$ cat src/rtl/instr_fetch_decode.sv
// Fetch/decode front end of the lab5 stepper sequencer: PC, ROM fetch sequencing, IR and one-hot decode.
// Optional ILLEGAL_TRAP_EN: opcodes C-F latch a sticky illegal_op and park the block in TRAP until reset.
module instr_fetch_decode #(
    parameter int unsigned PC_W        = 8,
    parameter int unsigned ROM_LATENCY = 1,
    parameter int unsigned RESET_PC    = 0
) (
    input  logic            clk,
    input  logic            reset_n,
    input  logic            increment_pc,
    input  logic            commit_branch,
    input  logic [PC_W-1:0] branch_target,
    output logic [PC_W-1:0] rom_addr,
    output logic            rom_rd,
    input  logic [7:0]      rom_q,
    output logic [PC_W-1:0] pc,
    output logic            instr_valid,
    output logic            br,
    output logic            brz,
    output logic            addi,
    output logic            subi,
    output logic            sr0,
    output logic            srh0,
    output logic            clr,
    output logic            mov,
    output logic            mova,
    output logic            movr,
    output logic            movrhs,
    output logic            pause,
    output logic [1:0]      rd,
    output logic [1:0]      rs,
    output logic [3:0]      imm4,
`ifdef ILLEGAL_TRAP_EN
    output logic            seq_error,
    output logic            illegal_op
`else
    output logic            seq_error
`endif
);

    localparam int unsigned CNT_W  = 2;
    localparam int unsigned IR_W   = 8;
    localparam int unsigned FLAG_W = 12;

`ifdef ILLEGAL_TRAP_EN
    typedef enum logic [1:0] {ST_ISSUE, ST_WAIT, ST_VALID, ST_TRAP} state_t;
`else
    typedef enum logic [1:0] {ST_ISSUE, ST_WAIT, ST_VALID} state_t;
`endif

    state_t            state_q, state_d;
    logic [PC_W-1:0]   pc_q, pc_d;
    logic [IR_W-1:0]   ir_q, ir_d;
    logic [CNT_W-1:0]  cnt_q, cnt_d;
    logic              rom_rd_q, rom_rd_d;
    logic [FLAG_W-1:0] flags_c;
`ifdef ILLEGAL_TRAP_EN
    logic              illegal_q, illegal_d;
`endif

    // State and datapath registers
    always_ff @(posedge clk) begin
        if (!reset_n) begin
            state_q  <= ST_ISSUE;
            pc_q     <= PC_W'(RESET_PC);
            ir_q     <= 8'h00;
            cnt_q    <= '0;
            rom_rd_q <= 1'b0;
`ifdef ILLEGAL_TRAP_EN
            illegal_q <= 1'b0;
`endif
        end else begin
            state_q  <= state_d;
            pc_q     <= pc_d;
            ir_q     <= ir_d;
            cnt_q    <= cnt_d;
            rom_rd_q <= rom_rd_d;
`ifdef ILLEGAL_TRAP_EN
            illegal_q <= illegal_d;
`endif
        end
    end

    // Next-state logic; the read strobe is registered so it is high exactly in the ISSUE cycle.
    // Straight out of reset the strobe is still low, so ISSUE holds one extra cycle to raise it.
    always_comb begin
        state_d = state_q;
        pc_d    = pc_q;
        ir_d    = ir_q;
        cnt_d   = cnt_q;
`ifdef ILLEGAL_TRAP_EN
        illegal_d = illegal_q;
`endif
        case (state_q)
            ST_ISSUE: begin
                if (rom_rd_q) begin
                    cnt_d   = CNT_W'(ROM_LATENCY - 1);
                    state_d = ST_WAIT;
                end
            end
            ST_WAIT: begin
                if (cnt_q == '0) begin
                    ir_d    = rom_q;
                    state_d = ST_VALID;
                end else begin
                    cnt_d = cnt_q - CNT_W'(1);
                end
            end
            ST_VALID: begin
`ifdef ILLEGAL_TRAP_EN
                if (ir_q[7:6] == 2'b11) begin
                    illegal_d = 1'b1;
                    state_d   = ST_TRAP;
                end else
`endif
                if (commit_branch) begin
                    pc_d    = branch_target;
                    state_d = ST_ISSUE;
                end else if (increment_pc) begin
                    pc_d    = pc_q + PC_W'(1);
                    state_d = ST_ISSUE;
                end
            end
`ifdef ILLEGAL_TRAP_EN
            ST_TRAP: begin
                state_d = ST_TRAP;
            end
`endif
            default: begin
                state_d = ST_ISSUE;
            end
        endcase
        rom_rd_d = (state_d == ST_ISSUE);
    end

    // One-hot opcode decode, forced low whenever the IR is not a valid instruction
    always_comb begin
        flags_c = '0;
        if (state_q == ST_VALID) begin
            case (ir_q[7:4])
                4'h0:    flags_c[0]  = 1'b1;
                4'h1:    flags_c[1]  = 1'b1;
                4'h2:    flags_c[2]  = 1'b1;
                4'h3:    flags_c[3]  = 1'b1;
                4'h4:    flags_c[4]  = 1'b1;
                4'h5:    flags_c[5]  = 1'b1;
                4'h6:    flags_c[6]  = 1'b1;
                4'h7:    flags_c[7]  = 1'b1;
                4'h8:    flags_c[8]  = 1'b1;
                4'h9:    flags_c[9]  = 1'b1;
                4'hA:    flags_c[10] = 1'b1;
                4'hB:    flags_c[11] = 1'b1;
                default: flags_c     = '0;
            endcase
        end
    end

    assign pause  = flags_c[0];
    assign br     = flags_c[1];
    assign brz    = flags_c[2];
    assign addi   = flags_c[3];
    assign subi   = flags_c[4];
    assign sr0    = flags_c[5];
    assign srh0   = flags_c[6];
    assign clr    = flags_c[7];
    assign mov    = flags_c[8];
    assign mova   = flags_c[9];
    assign movr   = flags_c[10];
    assign movrhs = flags_c[11];

    assign rom_addr    = pc_q;
    assign pc          = pc_q;
    assign rom_rd      = rom_rd_q;
    assign instr_valid = (state_q == ST_VALID);
    assign rd          = ir_q[3:2];
    assign rs          = ir_q[1:0];
    assign imm4        = ir_q[3:0];
`ifdef ILLEGAL_TRAP_EN
    assign illegal_op  = illegal_q;
`endif

    // A PC request that arrives while a fetch is in flight is dropped and flagged
    assign seq_error = reset_n & (increment_pc | commit_branch)
                     & ((state_q == ST_ISSUE) | (state_q == ST_WAIT));

endmodule

$ cat config.mk
export PLATFORM = sky130hd
export DESIGN_NAME = instr_fetch_decode
export DESIGN_NICKNAME = d
export VERILOG_FILES = /design/src/rtl/instr_fetch_decode.sv
export SDC_FILE = /design/constraint.sdc
export NUM_CORES = 1
export LEC_CHECK = 0
export BUFFER_PORTS_ARGS = -buffer_cell sky130_fd_sc_hd__buf_2
export CAP_MARGIN = 40
export CORE_ASPECT_RATIO = 1.75
export CORE_UTILIZATION = 25
export DETAILED_ROUTE_END_ITERATION = 16
export PLACE_DENSITY = 0.5
export SYNTH_ARGS = -nofsm -noshare
export SYNTH_HDL_FRONTEND = slang
export SYNTH_SLANG_ARGS = --single-unit
$ cat constraint.sdc
create_clock -name clk -period 1.2 [get_ports clk]
set_input_delay 0.24 -clock clk [delete_from_list [all_inputs] [get_ports clk]]
set_output_delay 0.24 -clock clk [all_outputs]
set_load 0.05 [all_outputs]
==> impl_metrics.tcl <==
set metrics [dict create \
    wl_per_cell_um 13.2 \
    violations "setup timing" \
    first_global_vias 1302 \
    critPathKind "reg2out" \
    required_ns 0.96 \
    finalSetupViolations 22 \
    netSwitchingPower_uw 591 \
    dp_cells 271 \
    drv_cap 0 \
    io-pin-count 59 \
    max_transition_viols_final 0 \
    antenna_diodes 0 \
    final_routed_drc_violation_total 0 \
    period_minus_slack_ns 1.76 \
    syn_to_final_growth_pct 78.9 \
    synthFlopType "sky130_fd_sc_hd__dfxtp_1" \
    max_slew_margin_pct 77.0 \
    skew_ns 0.00352 \
    reg2reg_depth 9 \
    critical_path.slowest_cell "sky130_fd_sc_hd__or3_4" \
    detail_route.first_pass.iterations 4 \
    min_period_over_period_pct 146 \
    cts_made_buffers 3 \
    design.final.nets 257 \
    ys.warnings.count 0 \
    worst_setup_path_start_kind "register" \
    global_route_wire_length_before_repair_um 6040 \
    ys_ff_latch 21 \
    switching_share_pct 33.2 \
    die_height_um 96.7 \
    clock_insertion_delay_worst_skew_ns 0.26 \
    via_count 1375 \
    worstPathCellList "nand2b_4 -> or3_4 -> nor3_4 -> buf_6" \
    routabilityCongestion 0.733 \
    hold_violations 0 \
    critical_path.startpoint "state_q[0]" \
    drt-initial-drc-count 20 \
    htree_levels 1 \
    die-area_um2 5420 \
    mappedNetlistArea_um2 1280 \
    fill_cells 479 \
    hold_class "in2reg" \
    initial_utilization_pct 25.9 \
    largest_fanout_on_the_critical_path 4 \
    drtAntennaViolNets 0 \
    syn-num-nets 176 \
    pin_slew_with_the_least_headroom_to_its_limit_ns 0.346 \
    power_frac_comb_pct 31.3 \
    synthCells 154 \
    internal-power_mw 1.19 \
    antenna_violations_before_repair 0 \
    grtUsageTotal_pct 13.7 \
    number_of_library_cell_types_mapped_by_synthesis 38 \
    die-width_um 56.1 \
    cts_hold_buf 0 \
    critical_path.max_stage_delay_ns 0.46 \
    pwr-share-clk_pct 26.6 \
    drive_above_1_share_pct 62.0 \
    timing.rr.end "pc[5]" \
    largest_net_degree_at_the_start_of_global_routing 19 \
    leakage_nw 1.00 \
    global_route.overflow_total 0 \
    clkSlewWorstSetupHoldPaths_ns 0.08 \
    clock_tree_from_tritoncts "built" \
    max_clock_freq_mhz 570 \
    numClockSinks 21 \
    average_instance_area_after_synthesis_um2 8.31 \
    timing.critical_path.to_type "primary output" \
    crit_arrival_ns 1.52 \
    sequentialPowerShare_pct 42.1 \
    critical_path.reg2reg.startpoint "state_q[0]" \
    total_routed_wirelength_um 3790 \
    reg2reg_slack_ns -0.29 \
    async_reset_ff_share_pct 0 \
    outcome "finished with violations" \
    cts_root_buffer "sky130_fd_sc_hd__clkbuf_8" \
    cts-root-to-sink-buffers 2 \
    post-layout-total-power_mw 1.78 \
    power.density_cell_area_nw_per_um2 778 \
    place_hpwl_um 2670 \
    placement.io_buffers 58 \
    post_drt_via_cell_ratio 4.77 \
    synth-seq-area-share_pct 32.8 \
    worstSetupEndpoint "pause" \
    design.core.area_um2 4930 \
    min_setup_slack_post_route_ns -0.556 \
    rsz0062_at_grt "true" \
    power.ir.vdd_worst_v 0.000619 \
    finish.cell_count_without_fillers 288 \
    synth-edff-count 0 \
    floorplan.rows 34 \
]
-- layer usage --
layer  track usage (%)  up-vias  share of wire, %
met5                 0        -                 0
met1              15.0      629                35
met3              1.34        6               4.7
met4              5.44        0               2.1
met2              26.2       58                58
li1                  -      682                 -
-- flip-flops by register name (all words and copies together) (netlist names) --
register  count
cnt_q         2
ir_q          8
pc            8
rom_rd        1
state_q       2
-- Yosys cell counts, types with 2 or more instances --
cell type | number | area, µm²
sky130_fd_sc_hd__nor2_1 | 17 | 63.8
sky130_fd_sc_hd__nand2b_1 | 4 | 25.0
sky130_fd_sc_hd__nand2_1 | 12 | 45.0
sky130_fd_sc_hd__inv_1 | 5 | 18.8
sky130_fd_sc_hd__clkbuf_1 | 2 | 7.51
sky130_fd_sc_hd__a22oi_1 | 2 | 15.0
sky130_fd_sc_hd__dfxtp_1 | 21 | 420
sky130_fd_sc_hd__o21ai_0 | 8 | 40.0
sky130_fd_sc_hd__and3_1 | 2 | 12.5
sky130_fd_sc_hd__a21oi_1 | 3 | 15.0
sky130_fd_sc_hd__nor2b_1 | 10 | 62.6
sky130_fd_sc_hd__nand3b_1 | 3 | 22.5
sky130_fd_sc_hd__ha_1 | 2 | 25.0
sky130_fd_sc_hd__a21boi_0 | 2 | 15.0
sky130_fd_sc_hd__or3_1 | 3 | 18.8
sky130_fd_sc_hd__a31oi_1 | 5 | 31.3
sky130_fd_sc_hd__nor3_1 | 6 | 30.0
sky130_fd_sc_hd__buf_4 | 16 | 120
sky130_fd_sc_hd__nand3_1 | 2 | 10.0
sky130_fd_sc_hd__mux2i_1 | 11 | 110
-- cell families (layout without fill, tap and decap cells) --
logic type | Yosys count | in the layout | synth area share, %
compound gates | 28 | 28 | 15.0
fa+ha+maj | 2 | 2 | 1.95
buf+inv | 27 | 107 | 14.5
flops | 21 | 21 | 32.8
mux | 12 | 12 | 9.48
simple gates | 64 | 64 | 26.3
-- worst min-delay path by stage --
stage / to / slack (ns) / cells after the start / startpoint
floorplan: ir_q[0] / 0.41 / 2 / rom_q[0]
global placement: ir_q[2] / 0.50 / 3 / rom_q[2]
detailed placement: ir_q[2] / 0.51 / 3 / rom_q[2]
CTS: ir_q[2] / 0.23 / 3 / rom_q[2]
global route: ir_q[2] / 0.23 / 3 / rom_q[2]
finish: ir_q[2] / 0.23 / 3 / rom_q[2]
-- cells in the final DEF (no fill, tap or decap), drive strengths merged --
cell type	count
buf	97
dfxtp	21
nor2	17
nand2	12
mux2i	11
nor2b	10
o21ai	9
nor3	6
inv	6
a31oi	5
nand2b	5
or3	4
clkbuf	4
nand3b	3
a21oi	3
a21boi	3
a22oi	2
and3	2
ha	2
nand3	2
a211oi	1
a32oi	1
nor4bb	1
mux2	1
o21bai	1
nand4	1
o221a	1
o41ai	1
nor4b	1
o211ai	1
-- critical path: cells and delay by family, from the launching register on --
family / cells / cell delay (ns)
and+or+nand+nor: 3 / 0.76
DFF: 1 / 0.32
buffers and inverters: 1 / 0.17
-- repair_timing --
action	4_1_cts	5_1_grt
gates resized for setup	72	24
setup buffers	8	7
setup endpoints to repair	42	37
pin swaps	14	11
-- power groups by stage --
stage / clock network [mW] / registers, mW / logic [mW]
final: 0.473 / 0.750 / 0.557
after global routing: 0.522 / 0.756 / 0.590
after CTS: 0.499 / 0.751 / 0.536
after detailed placement: 0 / 0.766 / 0.478
after global placement: 0 / 0.764 / 0.478
after floorplan: 0 / 0.813 / 0.293
-- area by class of cell --
type                            count  area [µm²]  share of cell area, %
Multi-Input combinational cell    106         878                   38.4
Clock buffer                        4        45.0                   1.97
Inverter                            6        30.0                   1.31
Timing Repair Buffer               97         816                   35.6
Sequential cell                    21         453                   19.8
Tap cell                           54        67.6                   2.95
-- per-stage QoR --
| step | utilization (%) | area, µm² | setup TNS [ns] | hold slack, ns | setup slack (ns) |
|---|---|---|---|---|---|
| finish | 46.4 | 2290 | -7.77 | 0.231 | -0.556 |
| global route | 46.4 | 2290 | -9.56 | 0.232 | -0.634 |
| CTS | 43.6 | 2150 | -6.17 | 0.231 | -0.573 |
| detailed placement | 37.0 | 1830 | -3.58 | 0.507 | -0.357 |
| global placement | 37.0 | 1830 | -3.17 | 0.497 | -0.337 |
| floorplan | - | 1410 | -4.11 | 0.406 | -0.416 |
No activity file was read; power rests on OpenSTA's default activity.
